[src/rtl/tree_spawn_pkg.sv]
// Shared types and screen constants for the tree spawn scheduler and its
// trajectory blocks.
package tree_spawn_pkg;

   typedef enum logic [1:0] {
      IDLE     = 2'd0,
      WAIT_GAP = 2'd1,
      SPAWN    = 2'd2
   } spawn_state_t;

   localparam int         SCREEN_WIDTH = 640;
   localparam int         IMAGE_WIDTH  = 32;
   localparam logic [1:0] MAX_SPEED    = 2'd3;
   localparam int         GAP_W        = 16;
   localparam int         FRAME_W      = 16;

   // Spawn X is X_MIN plus twice the random byte. For a large X_MIN the result
   // is held back so that the whole tree image stays on screen.
   function automatic logic [10:0] spawn_x(input logic [10:0] x_min,
                                           input logic [7:0]  rnd);
      logic [10:0] x;
      x = x_min + {2'b00, rnd, 1'b0};
      if (x > 11'(SCREEN_WIDTH - IMAGE_WIDTH))
         x = 11'(SCREEN_WIDTH - IMAGE_WIDTH);
      return x;
   endfunction

endpackage

[src/rtl/tree_spawn_ctrl_if.sv]
// Bundle between the spawn scheduler (slave) and the game/trajectory side (master).
// Optional macro TREE_SPAWN_STATS_EN adds the spawn_total/hit_total counters.
interface tree_spawn_ctrl_if #(parameter int NUM_SLOTS = 4);

   logic                 startOfFrame;
   logic                 enable;
   logic [7:0]           random;
   logic [NUM_SLOTS-1:0] slot_collision;
   logic [NUM_SLOTS-1:0] slot_offscreen;
   // deploy is the valid for initial_x. There is no ready or backpressure, so
   // a trajectory block must take the deploy pulse in the cycle it appears.
   logic [NUM_SLOTS-1:0] deploy;
   logic [NUM_SLOTS-1:0] remove;
   logic [10:0]          initial_x;
   logic [1:0]           speed;
   logic [NUM_SLOTS-1:0] active;
`ifdef TREE_SPAWN_STATS_EN
   logic [15:0]          spawn_total;
   logic [15:0]          hit_total;
`endif

   modport master (
      output startOfFrame, enable, random, slot_collision, slot_offscreen,
      input  deploy, remove, initial_x, speed, active
`ifdef TREE_SPAWN_STATS_EN
      , input spawn_total, hit_total
`endif
   );

   modport slave (
      input  startOfFrame, enable, random, slot_collision, slot_offscreen,
      output deploy, remove, initial_x, speed, active
`ifdef TREE_SPAWN_STATS_EN
      , output spawn_total, hit_total
`endif
   );

endinterface

[src/rtl/tree_slot_picker.sv]
// Combinational encoder that returns the lowest-index free tree slot.
module tree_slot_picker #(
   parameter int NUM_SLOTS = 4,
   parameter int IDX_W     = 2
) (
   input  logic [NUM_SLOTS-1:0] free,
   output logic                 found,
   output logic [IDX_W-1:0]     idx
);

   // Scan from the top down so that the lowest free index is written last.
   always_comb begin
      found = 1'b0;
      idx   = '0;
      for (int i = NUM_SLOTS - 1; i >= 0; i--) begin
         if (free[i]) begin
            found = 1'b1;
            idx   = IDX_W'(i);
         end
      end
   end

endmodule

[src/rtl/tree_spawn_ctrl.sv]
// Spawn scheduler for the tree slots: frame-gap spacing, speed levels, slot freeing.
// Optional macro TREE_SPAWN_STATS_EN adds saturating spawn/hit counters.
module tree_spawn_ctrl
   import tree_spawn_pkg::*;
#(
   parameter int         NUM_SLOTS      = 4,
   parameter int         MIN_GAP_FRAMES = 20,
   parameter logic [7:0] GAP_MASK       = 8'h3F,
   parameter int         LEVEL_FRAMES   = 900,
   parameter int         X_MIN          = 32
) (
   input  logic               clk,
   input  logic               resetN,
   tree_spawn_ctrl_if.slave   bus,
   output spawn_state_t       state_dbg
);

   localparam int IDX_W = (NUM_SLOTS > 1) ? $clog2(NUM_SLOTS) : 1;
   localparam logic [FRAME_W-1:0] LEVEL_LAST = FRAME_W'(LEVEL_FRAMES - 1);

   spawn_state_t         state_q, state_n;
   logic [GAP_W-1:0]     gap_q, gap_n, gap_load;
   logic [FRAME_W-1:0]   frame_q, frame_n;
   logic [1:0]           speed_q, speed_n;
   logic [NUM_SLOTS-1:0] active_q, active_n;
   logic [NUM_SLOTS-1:0] deploy_q, deploy_n;
   logic [NUM_SLOTS-1:0] remove_q, remove_n;
   logic [NUM_SLOTS-1:0] hits;
   logic [10:0]          x_q, x_n;
   logic                 found;
   logic [IDX_W-1:0]     idx;

   // Only slots that were already free at the start of this cycle can be
   // picked, so a slot freed in this cycle waits one cycle before redeploy.
   tree_slot_picker #(.NUM_SLOTS(NUM_SLOTS), .IDX_W(IDX_W)) u_picker (
      .free  (~active_q),
      .found (found),
      .idx   (idx)
   );

   assign gap_load = GAP_W'(MIN_GAP_FRAMES) + GAP_W'(bus.random & GAP_MASK);
   assign hits     = (bus.slot_collision | bus.slot_offscreen) & active_q;

   always_comb begin
      state_n  = state_q;
      gap_n    = gap_q;
      frame_n  = frame_q;
      speed_n  = speed_q;
      active_n = active_q;
      deploy_n = '0;
      remove_n = '0;
      x_n      = x_q;
      if (!bus.enable) begin
         remove_n = active_q;
         active_n = '0;
         speed_n  = 2'd0;
         frame_n  = '0;
         gap_n    = '0;
         state_n  = IDLE;
      end else begin
         if (bus.startOfFrame) begin
            if (frame_q == LEVEL_LAST) begin
               frame_n = '0;
               if (speed_q != MAX_SPEED)
                  speed_n = speed_q + 2'd1;
            end else begin
               frame_n = frame_q + FRAME_W'(1);
            end
         end
         case (state_q)
            IDLE: begin
               state_n = WAIT_GAP;
               gap_n   = gap_load;
            end
            WAIT_GAP: begin
               if (bus.startOfFrame) begin
                  if (gap_q <= GAP_W'(1)) begin
                     gap_n   = '0;
                     state_n = SPAWN;
                  end else begin
                     gap_n = gap_q - GAP_W'(1);
                  end
               end
            end
            SPAWN: begin
               if (found) begin
                  deploy_n = NUM_SLOTS'(1) << idx;
                  x_n      = spawn_x(11'(X_MIN), bus.random);
                  gap_n    = gap_load;
                  state_n  = WAIT_GAP;
               end
            end
            default: state_n = IDLE;
         endcase
         // Deploy only targets inactive slots and hits only active ones, so the
         // two masks never overlap.
         if (state_q != IDLE) begin
            remove_n = hits;
            active_n = (active_q & ~hits) | deploy_n;
         end
      end
   end

   always_ff @(posedge clk) begin
      if (!resetN) begin
         state_q  <= IDLE;
         gap_q    <= '0;
         frame_q  <= '0;
         speed_q  <= 2'd0;
         active_q <= '0;
         deploy_q <= '0;
         remove_q <= '0;
         x_q      <= '0;
      end else begin
         state_q  <= state_n;
         gap_q    <= gap_n;
         frame_q  <= frame_n;
         speed_q  <= speed_n;
         active_q <= active_n;
         deploy_q <= deploy_n;
         remove_q <= remove_n;
         x_q      <= x_n;
      end
   end

   assign bus.deploy    = deploy_q;
   assign bus.remove    = remove_q;
   assign bus.initial_x = x_q;
   assign bus.speed     = speed_q;
   assign bus.active    = active_q;
   assign state_dbg     = state_q;

`ifdef TREE_SPAWN_STATS_EN
   logic [15:0] spawn_total_q, hit_total_q;
   logic [3:0]  hit_cnt;
   logic [16:0] hit_sum;

   // Only collisions count as hits; enable-fall clears are not hits.
   always_comb begin
      hit_cnt = 4'd0;
      if (bus.enable && state_q != IDLE) begin
         for (int i = 0; i < NUM_SLOTS; i++) begin
            if (bus.slot_collision[i] && active_q[i])
               hit_cnt = hit_cnt + 4'd1;
         end
      end
   end

   assign hit_sum = {1'b0, hit_total_q} + 17'(hit_cnt);

   always_ff @(posedge clk) begin
      if (!resetN) begin
         spawn_total_q <= '0;
         hit_total_q   <= '0;
      end else begin
         if (deploy_n != '0 && spawn_total_q != 16'hFFFF)
            spawn_total_q <= spawn_total_q + 16'd1;
         hit_total_q <= hit_sum[16] ? 16'hFFFF : hit_sum[15:0];
      end
   end

   assign bus.spawn_total = spawn_total_q;
   assign bus.hit_total   = hit_total_q;
`endif

endmodule

[src/flat_wrapper.sv]
// flat-port wrapper written by rule: the top's interface ports become plain ports
module tree_spawn_ctrl_flat import tree_spawn_pkg::*;
#(
   parameter int         NUM_SLOTS      = 4,
   parameter int         MIN_GAP_FRAMES = 20,
   parameter logic [7:0] GAP_MASK       = 8'h3F,
   parameter int         LEVEL_FRAMES   = 900,
   parameter int         X_MIN          = 32
)
  (clk, resetN, state_dbg, bus_startOfFrame, bus_enable, bus_random, bus_slot_collision, bus_slot_offscreen, bus_deploy, bus_remove, bus_initial_x, bus_speed, bus_active);
  tree_spawn_ctrl_if #(.NUM_SLOTS(NUM_SLOTS)) bus_i ();
  input  logic clk;
  input  logic resetN;
  output spawn_state_t state_dbg;
  input wire logic [$bits(bus_i.startOfFrame)-1:0] bus_startOfFrame;
  input wire logic [$bits(bus_i.enable)-1:0] bus_enable;
  input wire logic [$bits(bus_i.random)-1:0] bus_random;
  input wire logic [$bits(bus_i.slot_collision)-1:0] bus_slot_collision;
  input wire logic [$bits(bus_i.slot_offscreen)-1:0] bus_slot_offscreen;
  output wire logic [$bits(bus_i.deploy)-1:0] bus_deploy;
  output wire logic [$bits(bus_i.remove)-1:0] bus_remove;
  output wire logic [$bits(bus_i.initial_x)-1:0] bus_initial_x;
  output wire logic [$bits(bus_i.speed)-1:0] bus_speed;
  output wire logic [$bits(bus_i.active)-1:0] bus_active;
  assign bus_i.startOfFrame = bus_startOfFrame;
  assign bus_i.enable = bus_enable;
  assign bus_i.random = bus_random;
  assign bus_i.slot_collision = bus_slot_collision;
  assign bus_i.slot_offscreen = bus_slot_offscreen;
  assign bus_deploy = bus_i.deploy;
  assign bus_remove = bus_i.remove;
  assign bus_initial_x = bus_i.initial_x;
  assign bus_speed = bus_i.speed;
  assign bus_active = bus_i.active;
  tree_spawn_ctrl #(.NUM_SLOTS(NUM_SLOTS), .MIN_GAP_FRAMES(MIN_GAP_FRAMES), .GAP_MASK(GAP_MASK), .LEVEL_FRAMES(LEVEL_FRAMES), .X_MIN(X_MIN)) u_core (.clk(clk), .resetN(resetN), .bus(bus_i), .state_dbg(state_dbg));
endmodule
[config.mk]
export PLATFORM = sky130hd
export DESIGN_NAME = tree_spawn_ctrl_flat
export DESIGN_NICKNAME = d
export VERILOG_FILES = /design/src/rtl/tree_spawn_pkg.sv /design/src/rtl/tree_spawn_ctrl_if.sv /design/src/rtl/tree_slot_picker.sv /design/src/rtl/tree_spawn_ctrl.sv /design/src/flat_wrapper.sv
export SDC_FILE = /design/constraint.sdc
export NUM_CORES = 1
export LEC_CHECK = 0
export ABC_AREA = 1
export ABC_CLOCK_PERIOD_IN_PS = 3600
export CAP_MARGIN = 20
export CORE_ASPECT_RATIO = 0.7
export CORE_UTILIZATION = 50
export DETAILED_ROUTE_END_ITERATION = 6
export PLACE_DENSITY = 0.73
export SLEW_MARGIN = 20
export SYNTH_ARGS = -nofsm -noshare
export SYNTH_HDL_FRONTEND = slang
export SYNTH_SLANG_ARGS = --single-unit
[constraint.sdc]
create_clock -name clk -period 3.6 [get_ports clk]
set_clock_uncertainty 0.1 [all_clocks]
set_input_delay 0.72 -clock clk [delete_from_list [all_inputs] [get_ports clk]]
set_output_delay 0.72 -clock clk [all_outputs]
set_load 0.01 [all_outputs]
* After elaboration in Yosys (flattened, before gate mapping)
Index checks and enable logic that the tools add are counted.
** Storage, ports and cells
- Flip-flop bits (word level) :: 59
- Input port bits :: 20
- Logic and storage cells :: 60
** Operators by class
- $add $sub $neg :: 5
- Magnitude comparators :: 2
- Equality and inequality tests :: 7
- Shifts and indexed selects :: 1
- Muxes and demuxes :: 23
- Bitwise operators :: 6
- Reductions and logical operators :: 8
** Operators by type and width (number)
- two-way mux 16 bit :: 4
- case mux 16 bit (3 select lines) :: 1
- two-way mux 4 bit :: 5
- adder 16 x 1 -> 16 bit, second input constant :: 1
- equality test 16 x 10 -> 1 bit, second input constant :: 1
- <= comparator 16 x 1 -> 1 bit, second input constant :: 1
- subtractor 16 x 1 -> 16 bit, second input constant :: 1
- two-way mux 2 bit :: 7
- AND reduction 3 bit :: 4
- > comparator 11 x 10 -> 1 bit, second input constant :: 1
- two-way mux 11 bit :: 1
- adder 6 x 9 -> 10 bit, first input constant :: 1
- AND 4 bit :: 2
- inverter 4 bit :: 2
- bitwise OR 4 bit :: 2
- adder 5 x 6 -> 7 bit, first input constant :: 1
- case mux 2 bit (3 select lines) :: 1
- two-way mux 1 bit :: 4
- != test 2 x 1 -> 1 bit, second input constant :: 2
- != test 2 bit, second input constant :: 2
- << shifter 1 x 2 -> 4 bit, first input constant :: 1
- nonzero test 3 bit :: 1
- adder 2 x 1 -> 2 bit, second input constant :: 1
- equality test 2 x 1 -> 1 bit, second input constant :: 1
- 4 further kinds :: 4

* Depth between registers and ports, before layout
- Word-level depth :: 10
- Mapped depth :: 11

* By module
From an unflattened synthesis, not the netlist that was laid out.
** Second synthesis, totals
- Cells, all modules :: 440
- Area total of the unflattened synthesis :: 2992.9 um2
** Modules (own cells, without submodules)
- tree_spawn_ctrl :: instances 1, cells each 432, area an instance 2956.6 um2, seq. area each 1141.1 um2
- tree_slot_picker :: instances 1, cells each 8, area an instance 36.3 um2, seq. area each 0.0 um2

* Worst setup path after synthesis
No wires, ideal clock.
- Path type :: input to register
- Start :: input bus_random[4]
- End :: register u_core.x_q[1] (netlist: u_core.bus.initial_x[1])
- Setup time :: 0.070 ns
- Arrival :: 1.731 ns
- Slack :: 1.699 ns
- Cell stages on the path :: 6
- Path buffers :: 0
- Cells stage by stage :: ha_1 -> xnor2_1 -> nand2_1 -> o21ai_0 -> nand2_1 -> a21oi_1
** Between the ends
- Cells in the longest elaborated chain, start to end :: 3
** Ends and longest elaborated chain
- from (decl) :: line flat_wrapper.sv:17 : input wire logic [$bits(bus_i.random)-1:0] bus_random;
- adder 6 x 9 -> 10 bit :: line tree_spawn_pkg.sv:22 : x = x_min + {2'b00, rnd, 1'b0};
- > comparator 11 x 10 -> 1 bit :: line tree_spawn_pkg.sv:23 : if (x > 11'(SCREEN_WIDTH - IMAGE_WIDTH))
- two-way mux 11 bit :: line tree_spawn_pkg.sv:23
- to (signal assigned) :: line tree_spawn_ctrl.sv:122 : x_q <= x_n;
- to (decl) :: line tree_spawn_ctrl.sv:29 : logic [10:0] x_q, x_n;
Every way passes these cells.
A chain may end at the register's enable or synchronous reset.

* Worst setup path in the final report
- Start :: input resetN
- End :: register u_core.frame_q[12]
** Between the ends
- Cells in the longest elaborated chain, start to end :: 1
** Ends and longest elaborated chain
- from (decl) :: line flat_wrapper.sv:13 : input logic resetN;
- AND reduction 2 bit (no source line)
- to (signal assigned) :: line tree_spawn_ctrl.sv:117 : frame_q <= frame_n;
- to (decl) :: line tree_spawn_ctrl.sv:23 : logic [FRAME_W-1:0] frame_q, frame_n;
Every way passes these cells.

==> flow_metrics.tcl <==
set metrics [dict create \
    status "finished, final reports clean" \
    ys_top_cells_by_area "dfxtp_1 (39%), nand2_1 (9.7%), nor2_1 (7.4%), inv_1 (7.0%), a21oi_1 (5.4%)" \
    synth-simple-area-share 0.329 \
    arrival_ps 2700 \
    yosys.area.top_type "dfxtp_1" \
    hpwlAfterDp_um 4870 \
    p_int_mw 1.02 \
    cp_data_required_time_ps 3780 \
    path_common_cell "inv_1" \
    postSynthCellCount 417 \
    path_class "input port to flop" \
    slew-limit-headroom 0.550 \
    yosysSeqAreaShare 0.387 \
    ff2ff_path_depth 11 \
    die_h_um 66.3 \
    fin_tns_setup_ps 0 \
    hold_viol 0 \
    p_leak_nw 1.54 \
    synth_top_family_by_area "simple AND/OR/NAND/NOR gates" \
    worst-path-stages 7 \
    drt-total-wl_um 6590 \
    firstDrtPassIters 5 \
    ys_ff_latch 57 \
    slowest_delay_ps 670 \
    worst_pin_slew_ps 672 \
    hp-class "flop to flop" \
    cp_max_fo 15 \
    yosysUniqueCellTypes 38 \
    synth-compound-area-share 0.139 \
    start_kind "input port" \
    whs_path_depth 2 \
    cp_cell_sequence "clkdlybuf4s50_1, nand2_2, inv_1, nand2_1, inv_1, o21ai_1, nor2_1" \
    layout_common_cells "nand2_1 (76), nor2_1 (58), dfxtp_1 (57)" \
    gp_congestion 0.883 \
    p_sw_frac 0.272 \
    power_frac_clock 0.391 \
    p_seq_frac 0.465 \
    grt_pass1_wl_um 11500 \
    cts_buffers 9 \
    synthXorXnorAreaFrac 0.0208 \
    slowest_stage "clkdlybuf4s50_1" \
    grt_pass1_vias 2577 \
    path_buf_inv 3 \
    rsz0062_at_grt "no" \
    ant_nets 0 \
    muxShareOfSynthArea 0 \
    insertion_delay_ps 340 \
    drc_errors 0 \
    final_nets 494 \
    ctsResizeCount 0 \
    viasPerCell 5.17 \
    ir_drop_mv 0.256 \
    post_cts_buffers 0 \
    power_density_nw_per_um2 388 \
    syn_area_per_cell_um2 7.08 \
    grt_max_degree 17 \
    cts_tree "built" \
    h-tree-depth 3 \
    power_frac_comb 0.145 \
    antennaDiodeCount 0 \
    maxCapViolations 0 \
    grt_use_total 0.240 \
    final-max-slew-violation-count 0 \
    period_share 0.701 \
    finalSetupViolCount 0 \
    core_area_um2 5450 \
    numClockSinks 57 \
    grt_overflow 0 \
    max_freq_mhz 396 \
    clock_path_buffers 2 \
    cpLargestDelayFamily "buffers and inverters" \
    path_clk_slew_ps 60 \
    synth_top_area_frac 0.387 \
    worst_setup_path_end_kind "flop" \
    drive_above_1_share 0.0787 \
    stdcell_area_um2 3620 \
    p_sw_mw 0.382 \
    hold_buffers 0 \
    area_growth_pct 22.8 \
    min_period_ps 2520 \
    drt-initial-drc-count 215 \
    final_common_cell "nand2_1" \
    ys_warn_count 0 \
    antenna_found_initial 0 \
    fp.dieW_um 93.8 \
    syn_area_um2 2950 \
    routedWlPerCell_um 12.2 \
    row_count 22 \
    placed_area_um2 3440 \
    floorplan.initialDensity 0.541 \
    synth_adder_area_share 0.0339 \
    io_pins 47 \
    root_buffer "clkbuf_8" \
    vias 2800 \
    portBuffers 44 \
    floorplan.die_area_um2 6220 \
]
-- synthesized netlist by cell type (all sizes together) --
cell,instances
a211oi,2
a21oi,32
a31o,4
a31oi,5
and2,1
and3,1
buf,5
clkbuf,2
conb,1
dfxtp,57
ha,8
inv,57
nand2,82
nand3,25
nand3b,2
nand4,11
nor2,64
nor3,14
nor3b,3
o21a,1
o21ai,30
or2,3
xnor2,4
xor2,3
-- worst min-delay path, cell delays in order, from the launching register on --
cell     delay (ps)
dfxtp_1         310
nand2_1          60
a21oi_1          60
-- path summary, 6_finish.rpt --
| kind | end | from | slack, ps |
|---|---|---|---|
| setup reg to reg | u_core.gap_q[13] | u_core.gap_q[0] | 1710 |
| hold reg to reg | u_core.bus.initial_x[8] | u_core.bus.initial_x[8] | 380 |
| hold / removal | u_core.bus.initial_x[8] | u_core.bus.initial_x[8] | 380 |
| setup / recovery | u_core.frame_q[12] | resetN | 1080 |
-- power groups by stage --
stage / clock network [mW] / logic (mW) / registers (mW)
floorplan: 0 / 0.145 / 0.664
global placement: 0 / 0.199 / 0.666
detailed placement: 0 / 0.202 / 0.666
CTS: 0.565 / 0.203 / 0.652
global route: 0.596 / 0.230 / 0.654
finish: 0.549 / 0.203 / 0.653
-- registers in the layout (all words and copies together) (netlist names) --
name and flops:
u_core.bus.initial_x 9, u_core.bus.active 4, u_core.bus.speed 2, u_core.bus.remove 4
u_core.frame_q 16, u_core.bus.deploy 4, u_core.state_dbg 2, u_core.gap_q 16
-- per-stage QoR --
| stage | power, mW | util | std cells | setup slack [ps] | hold slack (ps) |
|---|---|---|---|---|---|
| floorplan | 0.810 | - | 418 | 1700 | 356 |
| global placement | 0.865 | 0.631 | 527 | 809 | 362 |
| detailed placement | 0.868 | 0.631 | 527 | 733 | 370 |
| CTS | 1.42 | 0.665 | 542 | 1080 | 379 |
| global route | 1.48 | 0.665 | 542 | 864 | 415 |
| finish | 1.40 | 0.665 | 542 | 1080 | 384 |
-- per-layer routing --
| metal | routed length, um | vias up | GRT usage | share of wire |
|---|---|---|---|---|
| met5 | 0 | - | 0 | 0 |
| met4 | 112 | 0 | 0.108 | 0.017 |
| met3 | 517 | 15 | 0.0678 | 0.078 |
| met2 | 2610 | 91 | 0.359 | 0.40 |
| met1 | 3350 | 1230 | 0.321 | 0.51 |
| li1 | - | 1464 | - | - |
-- cell families after synthesis --
group,after synthesis
AOI/OAI and AO/OA,74
xor gates and xnor gates,7
adders and majority gates,8
buffers and inverters,64
DFF,57
other,1
and+or+nand+nor,206
-- layout make-up --
type | count | area, um2
Multi-Input combinational cell | 297 | 1550
Clock buffer | 13 | 169
Inverter | 57 | 219
Clock inverter | 2 | 12.5
Tap cell | 72 | 90.1
Sequential cell | 57 | 1140
Timing Repair Buffer | 44 | 440
Fill cell | 495 | 1830
Power figures use the tool's default switching activity.
==> patch 1 (same settings) <==
`NUM_SLOTS` is set to 4 in 4 places; all go to 8.
--- a/src/rtl/tree_spawn_ctrl_if.sv
+++ b/src/rtl/tree_spawn_ctrl_if.sv
@@ -2,3 +2,3 @@
 // Optional macro TREE_SPAWN_STATS_EN adds the spawn_total/hit_total counters.
-interface tree_spawn_ctrl_if #(parameter int NUM_SLOTS = 4);
+interface tree_spawn_ctrl_if #(parameter int NUM_SLOTS = 8);
 
--- a/src/rtl/tree_slot_picker.sv
+++ b/src/rtl/tree_slot_picker.sv
@@ -2,3 +2,3 @@
 module tree_slot_picker #(
-   parameter int NUM_SLOTS = 4,
+   parameter int NUM_SLOTS = 8,
    parameter int IDX_W     = 2
--- a/src/rtl/tree_spawn_ctrl.sv
+++ b/src/rtl/tree_spawn_ctrl.sv
@@ -5,3 +5,3 @@
 #(
-   parameter int         NUM_SLOTS      = 4,
+   parameter int         NUM_SLOTS      = 8,
    parameter int         MIN_GAP_FRAMES = 20,
--- a/src/flat_wrapper.sv
+++ b/src/flat_wrapper.sv
@@ -3,3 +3,3 @@
 #(
-   parameter int         NUM_SLOTS      = 4,
+   parameter int         NUM_SLOTS      = 8,
    parameter int         MIN_GAP_FRAMES = 20,
Ports: changed (5 resized); port bits go from 47 to 67. No check against the original RTL was run, so the function may have changed too.
==> patch 1 against the unedited design <==
- final area grew 20%
- fmax shrank 2.1%
- clock power grew 11%
- wire length grew 20%
- synthesized cell count grew 18%
- sequential cell count grew 12
- setup slack lost 0.055 ns
- die area grew 16%
- count of clock-buffer cells in the layout is the same
- synthesized area grew 17%
- sequential power grew 20%
- total power grew 16%
- largest cell class unchanged
==> patch 1: results (changes against the unedited design) <==
| Metric | Value |
|---|---|
| Status | finished, final reports clean |
| Crit-path max FO | 20 (+5) |
| Critical path origin | bus_startOfFrame |
| CP max-delay cell | clkdlybuf4s50_1 |
| Area fraction in compound gates after synthesis | 12.3% (-1.7 points) |
| Quantity of I/O buffers inserted on ports | 64 (+45%) |
| Routed wire length | 7920 µm (+20%) |
| Mux cell area share after synthesis | 0% (unchanged) |
| Worst VDD drop | 0.211 mV (-17%) |
| Post-DP Area | 4130 µm² (+20%) |
| Post-synthesis adder-cell area fraction | 2.91% (-0.48 points) |
| Post-route insts no fill | 655 (+21%) |
| GRT Total Usage | 24.3% (+0.27 points) |
| FILL cells | 595 (+20%) |
| First-pass GRT wire length | 13,700 µm (+19%) |
| Synth Warn # | 0 (unchanged) |
| Total CTS buffers | 9 (unchanged) |
| Clk slew on worst S/H paths | 0.07 ns |
| Vias in the first global route | 3,053 (+18%) |
| Clock latency at the later pin of the worst-skew pair | about 0.35 ns |
| CP Data Arrival Time | 2.71 ns (about the same) |
| Worst path max stage delay | 0.70 ns (+0.03 ns) |
| Post-synth top cells | nand2_1, nor2_1, dfxtp_1 |
| Hold_sp | u_core.bus.initial_x[8] |
| Worst Hold Class | reg -> reg |
| XOR/XNOR Fraction of Synth Area | 2.55% (+0.47 points) |
| Met1 WL | 3840 µm (+14%) |
| Synth top area cells | dfxtp_1, nand2_1, nor2_1, inv_1, nand3_1 |
| Max Used Layer | met4 |
| Antenna diode count | 0 (unchanged) |
| Sequential-to-total area share from yosys stat | 40.2% (+1.5 points) |
| Post-Place Worst Slack | 0.652 ns (-0.0811 ns) |
| WL met2 | 3500 µm (+34%) |
| Iter 0 DRT Violations | 135 (-37%) |
| Initial antenna violation count | 0 (unchanged) |
| Dominant cell by count in the synthesized netlist | nand2_1 |
| Reg2reg start | u_core.bus.active[0] |
| Max Root-Sink Buffers | 2 (unchanged) |
| Resized Gates After CTS | 0 (unchanged) |
| Post-Synthesis Cells | 492 (+18%) |
| Total setup buffers inserted after CTS | 0 (unchanged) |
| Metal3 WL | 496 µm (-4.1%) |
| Leak | 1.85 nW (+21%) |
| Layout cells sized above 1 | 6.56% (-1.3 points) |
| Drt via density | 5.05 (-2.3%) |
| Cells after DPL | 639 (+21%) |
| DR pass1 iterations | 4 (-1) |
| Synth cell types | 38 (unchanged) |
| Largest net degree at the start of global routing | 21 (+4) |
| GPL Wtd Cong | 0.852 (-3.6%) |
| Post-detail-place hpwl | 6050 µm (+24%) |
| Nets | 595 (+20%) |
-- patch 1: cell types whose count changed in the layout (fill, tap and decap cells not counted), sizes merged, moves of 3 or more --
cell	delta
dfxtp	+12
nor2	+9
buf	+3
a31o	-4
a31oi	-3
nand3	+16
nand2	+30
clkdlybuf4s50	+20
a21oi	+5
nor3	-4
o21bai	+3
nor3b	-3
-- patch 1: layer usage --
layer,up-vias,global-route usage (%)
met5,-,0
met2,91,37.9
met4,0,7.09
met1,1482,32.4
met3,9,7.61
li1,1725,-
-- patch 1: worst register-to-register path, cell delays in order (launching register included) --
cell and delay [ns]:
dfxtp_1 0.48, nand2_2 0.10, nor2_4 0.15, nand3_4 0.11, nand2_2 0.30, inv_1 0.28
nand2_1 0.15, nand2_2 0.14, nor2_1 0.13
-- patch 1: logic make-up (layout without fill, tap and decap cells) --
| logic type | Yosys count | in the layout |
|---|---|---|
| AND/OR/NAND/NOR | 256 | 256 |
| adder cells (fa/ha/maj) | 8 | 8 |
| XOR/XNOR | 10 | 10 |
| AO/OA/AOI/OAI | 78 | 78 |
| other | 1 | 2 |
| flip-flops | 69 | 69 |
| buffers and inverters | 70 | 141 |
-- patch 1: stage by stage --
step | total power [mW] | utilization [%]
2_1_floorplan | 0.966 | -
3_3_place_gp | 1.03 | 64.3
3_5_place_dp | 1.04 | 64.3
4_1_cts | 1.65 | 67.4
5_1_grt | 1.72 | 67.4
6_report | 1.63 | 67.4
-- patch 1: final timing paths --
kind | end | slack, ns | depth (start not counted)
max | u_core.gap_q[14] | 1.02 | 8
min | u_core.bus.initial_x[8] | 0.36 | 2
max reg2reg | u_core.gap_q[14] | 1.61 | 8
min reg2reg | u_core.bus.initial_x[8] | 0.36 | 2
-- patch 1: area by class of cell --
cell class                 count  area [µm²]  share of cell area, %
sequential                    69        1380                   31.9
inverter                      58         218                   5.03
clock inverter                 3        17.5                  0.405
timing repair buffer          67         663                   15.3
clock buffer                  13         179                   4.13
multi-input combinational    354        1760                   40.6
tap                           91         114                   2.63
-- patch 1: report_power, final --
group	internal (mW)	switching [mW]	total [mW]	leakage [nW]
clock	0.323	0.284	0.607	0.101
combinational	0.0983	0.140	0.238	1.19
sequential	0.775	0.0114	0.786	0.557
total	1.20	0.435	1.63	1.85
==> patch 2 (same flow settings) <==
Made on the original files. `x_q` no longer has a reset.
--- a/src/rtl/tree_spawn_ctrl.sv
+++ b/src/rtl/tree_spawn_ctrl.sv
@@ -112,3 +112,2 @@
          remove_q <= '0;
-         x_q      <= '0;
       end else begin
@@ -121,4 +120,7 @@
          remove_q <= remove_n;
-         x_q      <= x_n;
       end
+   end
+
+   always_ff @(posedge clk) begin
+      x_q <= x_n;
    end
Check against the original RTL: same outputs for any inputs over 10 cycles, from zero or initial values and one cycle with resetN low; that may be too few to reach the edited logic, so the function may still have changed.
==> patch 2 against the unedited design <==
- non-clock buffer count stayed put
- critical path depth stayed put
- final area is 0.66% lower
- die area is 0.29% lower
- sequential share of layout area is 2.7 points higher
- total power is 2.9% higher
- setup slack better by 0.014 ns
- global-route usage is 1.8 points lower
- sequential cell count stayed put
- first-iteration DRC count is 24% lower
- wire length is 3.8% lower
- synthesized area is 0.30% lower
- via count is 5.3% lower
- largest cell class unchanged
- highest routed layer unchanged
==> patch 2: results (changes against the unedited design) <==
| Metric | Value |
|---|---|
| XOR/XNOR Fraction of Synth Area | 2.38% (+0.30 points) |
| Crit-path max FO | 14 (-1) |
| Post-Place Worst Slack | 0.770 ns (+0.0370 ns) |
| Cells after DPL | 513 (-2.7%) |
| Slew @ Worst Pin | 0.742 ns (+0.0694 ns) |
| Layout cells sized above 1 | 6.78% (-1.1 points) |
| Root Buffer | clkbuf_8 |
| GPL Wtd Cong | 0.891 (+0.91%) |
| Primary FF master, synth | dfxtp_1 |
| Post-detail-place hpwl | 4750 µm (-2.6%) |
| Post-DP Area | 3410 µm² (-0.84%) |
| Detailed-route via count | 2,652 (-5.3%) |
| Vias in the first global route | 2,368 (-8.1%) |
| GRT Total Usage | 22.3% (-1.8 points) |
| Worst path max stage delay | 0.58 ns (-0.09 ns) |
| CP max-delay cell | clkdlybuf4s50_1 |
| Area fraction in compound gates after synthesis | 10.8% (-3.1 points) |
| Iter 0 DRT Violations | 163 (-24%) |
| Post-synth top cells | nand2_1, nor2_1, inv_1 |
| Fin Setup TNS | 0 ns (unchanged) |
| DR pass1 iterations | 4 (-1) |
| Leak | 1.50 nW (-2.2%) |
| P_sw | 0.393 mW (+3.0%) |
| Nets | 480 (-2.8%) |
| Synth Warn # | 0 (unchanged) |
| Worst VDD drop | 0.202 mV (-21%) |
| Largest net degree at the start of global routing | 15 (-2) |
| Sequential-to-total area share from yosys stat | 41.9% (+3.2 points) |
| Post-synth EDFFs | 9 (+9) |
| Post-route insts no fill | 529 (-2.4%) |
| Post-synthesis adder-cell area fraction | 3.40% (+0.010 points) |
| CP Data Arrival Time | 2.68 ns (-0.02 ns) |
| Post-Syn Area per Cell | 7.28 µm² (+2.9%) |
| Synth top area cells | dfxtp_1, nand2_1, edfxtp_1, nor2_1, inv_1 |
| Routed wire length | 6340 µm (-3.8%) |
| Antenna diode count | 0 (unchanged) |
| Synth cell types | 34 (-11%) |
| First-pass GRT wire length | 10,500 µm (-8.5%) |
| Status | finished, final reports clean |
-- patch 2: power by group through the flow --
stage	logic, mW	registers, mW	clock network (mW)
after global routing	0.234	0.670	0.603
after global placement	0.200	0.682	0
final	0.207	0.669	0.570
after floorplan	0.151	0.680	0
after CTS	0.207	0.668	0.584
after detailed placement	0.205	0.682	0
-- patch 2: layout make-up --
cell class,count,area (µm²)
Fill cell,482,1850
Tap cell,72,90.1
Inverter,56,210
Timing Repair Buffer,44,440
Clock buffer,10,128
Clock inverter,6,58.8
Sequential cell,57,1230
Multi-Input combinational cell,284,1440
-- patch 2: worst min-delay path: cells and delay by family, from the launching register on --
kind                   cells  cell delay [ns]
flip-flops                 1             0.32
AO/OA/AOI/OAI              1             0.05
buffers and inverters      1             0.05
-- patch 2: cell families (layout without fill, tap and decap cells) --
group | after synthesis | in the layout
fa+ha+maj | 8 | 8
compound gates | 58 | 58
other cells | 1 | 2
simple gates | 208 | 208
buf+inv | 64 | 116
xor+xnor | 8 | 8
flops | 57 | 57
-- patch 2: per-layer routing --
metal  vias to the layer above  part of all wire, %  global-route usage, %
met3                         7                  8.3                   6.44
met4                         0                  1.1                   9.42
met2                        87                   40                   32.6
li1                       1400                    -                      -
met1                      1158                   51                   30.6
met5                         -                    0                      0
-- patch 2: path summary, 6_finish.rpt --
| check | from | to | slack (ns) | depth (start not counted) |
|---|---|---|---|---|
| worst min-delay path | u_core.frame_q[8] | u_core.frame_q[8] | 0.36 | 2 |
| worst max-delay path | bus_enable | u_core.frame_q[8] | 1.09 | 7 |
| worst max register to register | u_core.gap_q[0] | u_core.gap_q[8] | 1.60 | 11 |
| worst min register to register | u_core.frame_q[8] | u_core.frame_q[8] | 0.36 | 2 |
